File: config.mk
export PLATFORM = sky130hd
export DESIGN_NAME = feedback_uart_rx
export DESIGN_NICKNAME = d
export VERILOG_FILES = /design/src/rtl/feedback_uart_rx.sv
export SDC_FILE = /design/constraint.sdc
export NUM_CORES = 1
export LEC_CHECK = 0
export CAP_MARGIN = 20
export CORE_UTILIZATION = 59
export DETAILED_ROUTE_END_ITERATION = 10
export GPL_TIMING_DRIVEN = 0
export PLACE_DENSITY = 0.88
export SYNTH_ARGS = -nofsm -noshare
export SYNTH_HDL_FRONTEND = slang
export SYNTH_SLANG_ARGS = --single-unit
File: constraint.sdc
create_clock -name clk -period 2.61 [get_ports clk]
set_input_delay 0.261 -clock clk [delete_from_list [all_inputs] [get_ports clk]]
set_output_delay 0.261 -clock clk [all_outputs]
set_load 0.03 [all_outputs]
File: src/rtl/feedback_uart_rx.sv
// feedback_uart_rx
//   8N1 UART receiver for the game-client link. It decodes traveler feedback
//   bytes of the form {2'b00, machine, processing, hand, front, 2'b01} into the
//   sig_* status lines. It also flags framing errors and reports when feedback
//   has gone stale.
// Ports
//   clk            system clock
//   rst            asynchronous, active-high reset
//   uart_rx        serial input (idle high), asynchronous to clk
//   sig_front      feedback bit 2
//   sig_hand       feedback bit 3
//   sig_processing feedback bit 4
//   sig_machine    feedback bit 5
//   fb_valid       1-cycle pulse: a feedback byte was decoded and sig_* updated
//   byte_valid     1-cycle pulse: a correctly framed byte was received
//   rx_byte        last correctly framed byte, held until the next one
//   frame_err      1-cycle pulse: the stop bit was sampled low and the byte was dropped
//   stale          high when no feedback byte has arrived for TIMEOUT_CYCLES
//
// state     | meaning
// IDLE      | line idle, waiting for a falling edge
// START     | timing to mid start bit to confirm it is not a glitch
// DATA      | sampling 8 data bits at mid-bit, LSB first
// STOP      | sampling the stop bit; commit the byte or flag a framing error
// WAIT_IDLE | after a framing error, wait for the line to return high

module feedback_uart_rx #(
  parameter int CLKS_PER_BIT   = 10417,
  parameter int TIMEOUT_CYCLES = 50_000_000
) (
  input  logic       clk,
  input  logic       rst,
  input  logic       uart_rx,
  output logic       sig_front,
  output logic       sig_hand,
  output logic       sig_processing,
  output logic       sig_machine,
  output logic       fb_valid,
  output logic       byte_valid,
  output logic [7:0] rx_byte,
  output logic       frame_err,
  output logic       stale
);

  localparam int CW = $clog2(CLKS_PER_BIT);
  localparam int TW = $clog2(TIMEOUT_CYCLES + 1);
  localparam logic [CW-1:0] HALF_M1 = CW'(CLKS_PER_BIT / 2 - 1);
  localparam logic [CW-1:0] FULL_M1 = CW'(CLKS_PER_BIT - 1);
  localparam logic [TW-1:0] TO_MAX  = TW'(TIMEOUT_CYCLES);

  typedef enum logic [2:0] {IDLE, START, DATA, STOP, WAIT_IDLE} state_t;

  state_t        state, state_next;
  logic          rx_m, rx_s;
  logic [CW-1:0] cnt;
  logic [2:0]    bit_idx;
  logic [7:0]    shreg;
  logic [TW-1:0] to_cnt;

  logic cnt_clr, idx_clr, shift, commit, ferr, is_fb;

  // Two-flop synchroniser. It resets to the idle level so that reset release
  // cannot be mistaken for a start bit.
  always_ff @(posedge clk or posedge rst) begin
    if (rst) begin
      rx_m <= 1'b1;
      rx_s <= 1'b1;
    end else begin
      rx_m <= uart_rx;
      rx_s <= rx_m;
    end
  end

  always_ff @(posedge clk or posedge rst) begin
    if (rst) state <= IDLE;
    else     state <= state_next;
  end

  always_comb begin
    state_next = state;
    cnt_clr    = 1'b0;
    idx_clr    = 1'b0;
    shift      = 1'b0;
    commit     = 1'b0;
    ferr       = 1'b0;
    case (state)
      IDLE: begin
        cnt_clr = 1'b1;
        if (!rx_s) state_next = START;
      end
      START: begin
        if (cnt == HALF_M1) begin
          cnt_clr    = 1'b1;
          idx_clr    = 1'b1;
          state_next = rx_s ? IDLE : DATA;
        end
      end
      DATA: begin
        if (cnt == FULL_M1) begin
          cnt_clr = 1'b1;
          shift   = 1'b1;
          if (bit_idx == 3'd7) state_next = STOP;
        end
      end
      STOP: begin
        if (cnt == FULL_M1) begin
          cnt_clr = 1'b1;
          if (rx_s) begin
            commit     = 1'b1;
            state_next = IDLE;
          end else begin
            ferr       = 1'b1;
            state_next = WAIT_IDLE;
          end
        end
      end
      WAIT_IDLE: begin
        cnt_clr = 1'b1;
        if (rx_s) state_next = IDLE;
      end
      default: state_next = IDLE;
    endcase
  end

  assign is_fb = commit && (shreg[7:6] == 2'b00) && (shreg[1:0] == 2'b01);

  always_ff @(posedge clk or posedge rst) begin
    if (rst) begin
      cnt     <= '0;
      bit_idx <= '0;
      shreg   <= '0;
    end else begin
      cnt <= cnt_clr ? '0 : cnt + CW'(1);
      if (idx_clr)    bit_idx <= '0;
      else if (shift) bit_idx <= bit_idx + 3'd1;
      if (shift) shreg <= {rx_s, shreg[7:1]};
    end
  end

  always_ff @(posedge clk or posedge rst) begin
    if (rst) begin
      byte_valid     <= 1'b0;
      fb_valid       <= 1'b0;
      frame_err      <= 1'b0;
      rx_byte        <= '0;
      sig_front      <= 1'b0;
      sig_hand       <= 1'b0;
      sig_processing <= 1'b0;
      sig_machine    <= 1'b0;
    end else begin
      byte_valid <= commit;
      fb_valid   <= is_fb;
      frame_err  <= ferr;
      if (commit) rx_byte <= shreg;
      if (is_fb) begin
        sig_front      <= shreg[2];
        sig_hand       <= shreg[3];
        sig_processing <= shreg[4];
        sig_machine    <= shreg[5];
      end
    end
  end

  // A feedback byte takes priority over the timeout reaching saturation on
  // the same edge.
  always_ff @(posedge clk or posedge rst) begin
    if (rst) begin
      to_cnt <= '0;
      stale  <= 1'b1;
    end else if (is_fb) begin
      to_cnt <= '0;
      stale  <= 1'b0;
    end else if (to_cnt >= TO_MAX - TW'(1)) begin
      to_cnt <= TO_MAX;
      stale  <= 1'b1;
    end else begin
      to_cnt <= to_cnt + TW'(1);
    end
  end

endmodule
==> results.ini, run 1 <==
[detailed_routing]
dr_wl_met3_um=247
met1Wirelength_mm=2.81
vias=2337
route.detailed.drc=0
wl_met2_mm=3.04
drtAntennaViolNets=0
drt_iter0_drc=135
top_layer=met4
drt-vias-per-instance=5.70
routed_wl_mm=6.15
post_drt_wl_per_cell_um=15.0
dr.pass1.iters=5

[yosys]
syn_nets=312
ys_ff_latch=72
ys.flop_type=dfrtp_1
async_flop_share=1.00
avgSynthCellArea_sq_um=11.2
yosys_warnings=0
seq_area_frac_synth=0.531
synth_cells=304
syn-cell-area_sq_um=3400
synth_edf_count=0
synthDistinctLibCells=49

[sta]
min_period_ps=2290
rsz0062_at_grt=no
slew_headroom=0.433
worstMarginPinSlew_ps=850
hold_viol_final=0
fmax_mhz=436
whs_ps=330
slew_viol_final=0
timing.final.crit_share=0.878
skew_ps=17.8
setup_violations=0
setup_ws_ps=318
tns_ps=0

[pwr]
internal_power_uw=1560
seq_power_share=0.561
clkPwrFrac=0.427
power_density_nw_per_um2=517
irDropWorstVdd_uv=433
p_leak_uw=0.00173
p_sw_frac=0.217
p_switching_uw=433
pwr-share-comb=0.012

[finish]
final_layout_size_suffix_gt1_frac=0.151
postLayoutCellArea_sq_um=3860
nNetsFinal=341
diodes=0
syn2layout_area_growth_pct=13.6

[floorplan]
num_io_pins=19
start_util=0.614
die_y_um=77.9
rows=27
core_sq_um=5540
die_x_um=77.9
dieArea_sq_um=6070

[clocking]
cts.path.max_buffers=2
cts_root_buf=clkbuf_8
postCtsSetupRepairBufs=0
cts_made_buffers=9
cts_tree=built
ctsResizeCount=0
postCtsHoldBufs=0
clk_pin_slew_ps=80
h-tree-depth=3
clk_latency_ps=360
clock_sinks=72

[worst_setup_path]
cp-start-kind=flip-flop
cp_max_fo=10
arrival_ps=2540
cp.required_ps=2860
slowest_stage=or4_4
r2r_slack_ps=320
slowest_delay_ps=520
crit_chain=nor4b_4, nand4b_2, or4_4, nor2_8, buf_8, mux2_4
cp-end-kind=flip-flop
path_class=flip-flop to flip-flop

[place]
dp_hpwl_mm=4.14
post_dp_cell_area_sq_um=3670
pre_cts_ws_ps=288
gp_congestion=0.858
portBuffers=18

[job]
maxCapViolations=0

[global_route]
grt-ovfl-total=0
grt_pass1_wl_mm=10.4
grt_max_degree=73
grt_use_total=0.225
antenna_found_initial=0
grt_pass1_vias=2279

[outcome]
outcome=finished, final reports clean

[worst_hold_path]
hold_class=input port to flip-flop

[layer usage]
metal,global-route usage,vias to the layer above
met3,0.0482,7
li1,-,1131
met4,0.109,0
met1,0.286,1154
met2,0.366,45
met5,0,-
[path summary, 6_finish.rpt]
| kind | startpoint | to | depth (start not counted) |
|---|---|---|---|
| setup / recovery | cnt[3]$_DFF_PP0_ | sig_machine$_DFFE_PP0N_ | 6 |
| hold reg to reg | rx_m$_DFF_PP1_ | rx_s$_DFF_PP1_ | 0 |
| hold / removal | uart_rx | rx_m$_DFF_PP1_ | 1 |
| min in group asynchronous | rst | to_cnt[24]$_DFF_PP0_ | 2 |
| setup reg to reg | cnt[3]$_DFF_PP0_ | sig_machine$_DFFE_PP0N_ | 6 |
| max in group asynchronous | rst | cnt[9]$_DFF_PP0_ | 2 |
[cell type report]
cell class,instances,area [sq um]
buffer,15,80.1
fill,411,1680
multi-input combinational,208,1480
inverter,9,36.3
clock inverter,5,57.6
sequential,72,1810
timing repair buffer,18,180
tap,72,90.1
clock buffer,11,131
[cell usage after synthesis, types with 2 or more instances]
cell / instances / area (sq um)
nor4_1: 8 / 50.1
nand4_1: 6 / 37.5
mux2_2: 18 / 203
xor2_1: 15 / 131
and4_1: 6 / 52.6
nor3_1: 20 / 100
inv_1: 9 / 33.8
nor3b_1: 3 / 22.5
ha_1: 5 / 62.6
buf_2: 4 / 20.0
a21oi_1: 14 / 70.1
nand3_1: 11 / 55.1
clkbuf_1: 9 / 33.8
a31oi_1: 3 / 18.8
mux2i_1: 2 / 20.0
nand2b_1: 3 / 18.8
and3_1: 3 / 18.8
and2_0: 2 / 12.5
dfstp_2: 3 / 78.8
nor2_1: 27 / 101
nand2_1: 17 / 63.8
xnor2_1: 21 / 184
dfrtp_1: 69 / 1730
[metrics by stage]
| step | power, uW | util | std cells |
|---|---|---|---|
| floorplan | 1160 | - | 304 |
| global placement | 1170 | 0.662 | 394 |
| detailed placement | 1170 | 0.663 | 394 |
| CTS | 2010 | 0.697 | 410 |
| global route | 2060 | 0.697 | 410 |
| finish | 2000 | 0.697 | 410 |
[layout by cell type (no fill, tap or decap), types with 11 or more instances in the layout]
| cell type | instances |
|---|---|
| nor2_1 | 27 |
| a21oi_1 | 14 |
| xor2_1 | 15 |
| nand2_1 | 17 |
| nor3_1 | 20 |
| xnor2_1 | 21 |
| nand3_1 | 11 |
| dfrtp_1 | 69 |
| clkbuf_1 | 11 |
| mux2_2 | 18 |
| clkdlybuf4s50_1 | 18 |
[logic make-up after synthesis]
| logic type | Yosys count | synth area share |
|---|---|---|
| simple gates | 123 | 0.213 |
| flops | 72 | 0.531 |
| xor+xnor | 36 | 0.0928 |
| buf+inv | 24 | 0.0335 |
| compound gates | 22 | 0.0375 |
| mux | 22 | 0.0732 |
| fa+ha+maj | 5 | 0.0184 |
[worst max-delay path: cells and delay by family, from the launching register on]
kind | cells | cell delay, ps
AND/OR/NAND/NOR | 4 | 1270
flip-flops | 1 | 470
multiplexers | 1 | 290
buffers and inverters | 1 | 150
[power groups by stage]
stage	Combinational [uW]	Sequential [uW]	Clock [uW]
4_1_cts	26.9	1120	862
5_1_grt	29.8	1120	908
3_3_place_gp	25.9	1140	0
3_5_place_dp	27.0	1140	0
6_report	24.7	1120	852
2_1_floorplan	17.3	1140	0
[flip-flops by register name (all words and copies together) (netlist names), 3 cells and up]
signal,count
shreg,8
rx_byte,8
cnt,14
to_cnt,26
state,3
bit_idx,3
(Power assumes the default switching activity.)
==> inputs of run 2 (changes only) <==
Settings changed: CORE_MARGIN set to 5, CORE_UTILIZATION 59 to 64, PLACE_DENSITY 0.88 to 0.94.
Clock period 2.61 ns to 2.8 ns, I/O delays scaled along.
==> run 2 against run 1 <==
Effect of this change:
- first-iteration DRC count up 32%
- critical path type unchanged
- setup slack better by 110 ps
- worst hold slack better by 14 ps
- die area up 13%
- clock-buffer cell count down 2
- sequential power down 7%
==> results.ini, run 2 (synthesis results as in run 1) <==
[outcome]
outcome=finished, final reports clean

[sta]
setup_violations=0  ; unchanged
skew_ps=14.6  ; -3.12 ps
fmax_mhz=421  ; -3.6%
setup_ws_ps=424  ; +106 ps
slew_headroom=0.428  ; -0.00546
rsz0062_at_grt=no
hold_viol_final=0  ; unchanged
timing.final.crit_share=0.849  ; -0.0295
worstMarginPinSlew_ps=858  ; +8.19 ps
slew_viol_final=0  ; unchanged
min_period_ps=2380  ; +84.4 ps

[pwr]
p_leak_uw=0.00172  ; -0.49%
irDropWorstVdd_uv=417  ; -3.8%
power_density_nw_per_um2=477  ; -7.8%

[worst_setup_path]
crit_buf_inv=1  ; unchanged
arrival_ps=2610  ; +70 ps
cp.required_ps=3030  ; +170 ps
critPathTopFamily=simple AND/OR/NAND/NOR gates
r2r-start=cnt[2]$_DFF_PP0_
cp-startpoint=cnt[2]$_DFF_PP0_
crit_chain=nor4b_2, nand3_2, or4_4, nor2_8, buf_8, mux2_4
path_class=flip-flop to flip-flop
cp_max_fo=10  ; unchanged
cp-start-kind=flip-flop
slowest_stage=or4_4
cp-end-kind=flip-flop
slowest_delay_ps=610  ; +90 ps

[place]
dp_hpwl_mm=4.50  ; +8.8%
gp_congestion=0.858  ; about the same
dp.cells=392  ; -0.51%
portBuffers=18  ; unchanged
pre_cts_ws_ps=491  ; +203 ps

[finish]
final_cell_mix=dfrtp_1, nor2_1, xnor2_1, nor3_1
multiInputGateArea_sq_um=1480  ; unchanged
nNetsFinal=341  ; unchanged
nFillCells=331  ; -19%
final_util=0.750  ; +0.0531
syn2layout_area_growth_pct=13.4
seqCellArea_sq_um=1810  ; unchanged
regMostFlops=to_cnt
final_layout_size_suffix_gt1_frac=0.157  ; +0.00592
top_regs=to_cnt (26), cnt (14)
diodes=0  ; unchanged
largest_reg_flops=26  ; unchanged
mostFrequentLayoutCell=dfrtp_1
final_cells=408  ; -0.49%

[clocking]
cts_tree=built
postCtsHoldBufs=0  ; unchanged
clk_latency_ps=350  ; about the same
cts.path.max_buffers=2  ; unchanged
cts_made_buffers=9  ; unchanged
clock_sinks=72  ; unchanged
h-tree-depth=3  ; unchanged
cts_root_buf=clkbuf_8
postCtsSetupRepairBufs=0  ; unchanged
clk_pin_slew_ps=80  ; about the same
ctsResizeCount=0  ; unchanged

[detailed_routing]
routed_wl_mm=6.92  ; +13%
route.detailed.drc=0  ; unchanged
drtAntennaViolNets=0  ; unchanged
dr.pass1.iters=4  ; -1
vias=2411  ; +3.2%
post_drt_wl_per_cell_um=17.0  ; +13%
drt-vias-per-instance=5.91  ; +3.7%
drt_iter0_drc=178  ; +32%

[floorplan]
die_y_um=82.9  ; +6.4%
core_sq_um=5140  ; -7.2%
num_io_pins=19  ; unchanged
rows=26  ; -3.7%
dieArea_sq_um=6870  ; +13%
start_util=0.661  ; +0.0478
die_x_um=82.9  ; +6.4%

[worst_hold_path]
hold_start=uart_rx
hold_class=input port to flip-flop

[global_route]
grt_pass1_wl_mm=12.2  ; +17%
grt-ovfl-total=0  ; unchanged
grt_max_degree=73  ; unchanged
antenna_found_initial=0  ; unchanged
grt_pass1_vias=2482  ; +8.9%
grt_use_total=0.216  ; -0.00885

[job]
maxCapViolations=0  ; unchanged

==> run 2: final cells by class <==
cell class / count / share of cell area
Buffer: 15 / 0.0208
Clock buffer: 9 / 0.0321
Clock inverter: 7 / 0.0159
Inverter: 9 / 0.00941
Multi-Input combinational cell: 208 / 0.384
Sequential cell: 72 / 0.468
Tap cell: 70 / 0.0227
Timing Repair Buffer: 18 / 0.0467
==> run 2: layer usage <==
layer	wire (um)	global-route usage	part of all wire
met3	319	0.0505	0.046
met1	2830	0.269	0.41
met2	3630	0.372	0.52
met4	138	0.0684	0.020
met5	0	0	0
==> run 2: per-stage QoR <==
step	total power (uW)	hold WS (ps)	TNS (ps)	area (sq um)
after floorplan	1080	284	0	3400
after global placement	1090	347	-26100	3670
after detailed placement	1090	349	0	3670
after CTS	1850	334	0	3850
after global routing	1900	332	0	3850
final	1840	344	0	3850
==> run 2: report_power, final <==
part / switching, uW / total (uW) / internal, uW
Clock: 432 / 770 / 338
Combinational: 20.4 / 23.4 / 3.07
Sequential: 1.73 / 1040 / 1040
==> run 2: worst paths after layout <==
kind,end,slack (ps),cells after the start
worst max register to register,sig_machine$_DFFE_PP0N_,420,6
worst min-delay path,rx_m$_DFF_PP1_,340,1
min in group asynchronous,to_cnt[24]$_DFF_PP0_,470,2
max in group asynchronous,state[2]$_DFFE_PP0P_,1780,2
worst min register to register,rx_s$_DFF_PP1_,360,0
worst max-delay path,sig_machine$_DFFE_PP0N_,420,6
==> RTL edit, RTL diff (settings of run 2) <==
Remove the register `byte_valid`: a continuous assignment takes its place, so the output `byte_valid` follows one clock earlier. Comments in the files are not updated.
--- a/src/rtl/feedback_uart_rx.sv
+++ b/src/rtl/feedback_uart_rx.sv
@@ -141,3 +141,2 @@
     if (rst) begin
-      byte_valid     <= 1'b0;
       fb_valid       <= 1'b0;
@@ -150,3 +149,2 @@
     end else begin
-      byte_valid <= commit;
       fb_valid   <= is_fb;
@@ -162,2 +160,4 @@
   end
+
+  assign byte_valid = commit;
 
Behaviour: same outputs for any inputs over 10 cycles, from zero or initial values and one cycle with rst high; that may be too few to reach the edited logic, so the function may still have changed.
==> RTL edit against run 2 <==
- critical path depth is 1 lower
- sequential cell count fell by 1
- setup slack got worse by 0.0012 ns
- design area is 0.71% lower
- power decreased by 3.1%
- area after synthesis down 0.74%
- non-clock buffer count is 1 higher
- wire length shrank 2.3%
- highest routed layer unchanged
==> RTL edit: results (changes against run 2) <==
status complete, no violations; pre-CTS WS 0.0790 ns (-0.412 ns); GR Util met1 0.289 (+0.0196); Post-Syn Nets 311 (-0.32%); vias 2365 (-1.9%); H-Tree Depth 3 (unchanged); gpl congestion 0.854 (-0.54%); ranking of synthesized cells by area dfrtp_1, mux2_2, xnor2_1; total placed instance area 0.00364 mm² (-0.68%); first-pass GRT wire length 11.8 mm (-3.3%); Leak Pwr 1.72 nW (about the same); WP data arrival 2.61 ns (about the same); top sig layer met4; initial drt markers 236 (+33%); met1 WL 2.85 mm (+0.56%); met2 WL 3.50 mm (-3.6%); peak supply drop 0.000406 V (-2.7%); metal3 WL 286 µm (-10%); vias in the first global route 2454 (-1.1%); Fin Clk Skew 0.00675 ns (-0.00789 ns); DP Wirelength 4.44 mm (-1.5%); Max clock buf depth 2 (unchanged); slew margin rel. 0.443 (+0.0148); gr usage total 0.231 (+0.0147); layout cell share with drive strength beyond 1 0.157 (unchanged); total wire length 6.76 mm (-2.3%); CP max-delay cell dfrtp_1; Fill cells 333 (+0.60%); GR Layer Usage met3 0.0824 (+0.0319); synth cell count leaders dfrtp_1, nor2_1, xnor2_1; largest stage delay on the critical path 0.47 ns (-0.14 ns); register area share after synthesis 0.528 (-0.00348); Ant. Diodes 0 (unchanged); met2 Usage GRT 0.376 (+0.00335); main flop type after synthesis dfrtp_1; Clock transition at path regs 0.08 ns (about the same); top flop regs to_cnt (26), cnt (14); WL per Instance 16.6 µm (-2.3%); Inst Count DP 391 (-0.26%); largest net degree at the start of global routing 72 (-1.4%); Mapped Cells 303 (-0.33%)
## RTL edit: worst max-delay path: cells and delay by family, from the launching register on
| kind | cells | cell delay (ns) |
|---|---|---|
| flops | 1 | 0.47 |
| simple gates | 3 | 1.04 |
| mux | 1 | 0.38 |
| buf+inv | 1 | 0.37 |
## RTL edit: power breakdown
part	switching, W	internal (W)	total (W)	leakage [nW]
Clock	0.000401	0.000326	0.000727	0.0793
Combinational	0.0000197	0.00000309	0.0000228	0.687
Sequential	0.00000197	0.00103	0.00103	0.952
Total	0.000423	0.00136	0.00178	1.72
## RTL edit: area by class of cell
class,instances,area (µm²),share of cell area
buffer,15,80.1,0.0209
clock buffer,10,128,0.0333
clock inverter,6,45.0,0.0118
inverter,9,36.3,0.00948
multi-input combinational,208,1480,0.387
sequential,71,1780,0.465
tap,70,87.6,0.0229
timing repair buffer,19,190,0.0497
## RTL edit: path summary, 6_finish.rpt
path	start	slack (ns)	cells past startpoint	to
hold / removal	uart_rx	0.33	1	rx_m
min in group asynchronous	rst	0.45	2	to_cnt[12]
hold reg to reg	rx_m	0.36	0	rx_s
max in group asynchronous	rst	1.81	2	cnt[9]
setup / recovery	cnt[3]	0.42	5	shreg[5]
setup reg to reg	cnt[3]	0.42	5	shreg[5]
## RTL edit: cell families (layout without fill, tap and decap cells)
family                     Yosys count  in the layout  share of synthesized area
muxes                               22             22                     0.0738
xor gates and xnor gates            36             36                     0.0934
buffers and inverters               24             59                     0.0337
DFF                                 71             71                      0.528
and+or+nand+nor                    123            123                      0.215
AOI/OAI and AO/OA                   22             22                     0.0378
adders and majority gates            5              5                     0.0185
## RTL edit: what timing repair did
action / in CTS / in global routing
pin swaps: 1 / 0
setup endpoints to repair: 1 / 1
buffers inserted: 1 / 0
gates cloned: 0 / 0
resized for setup: 0 / 1
hold buffers: 0 / 0
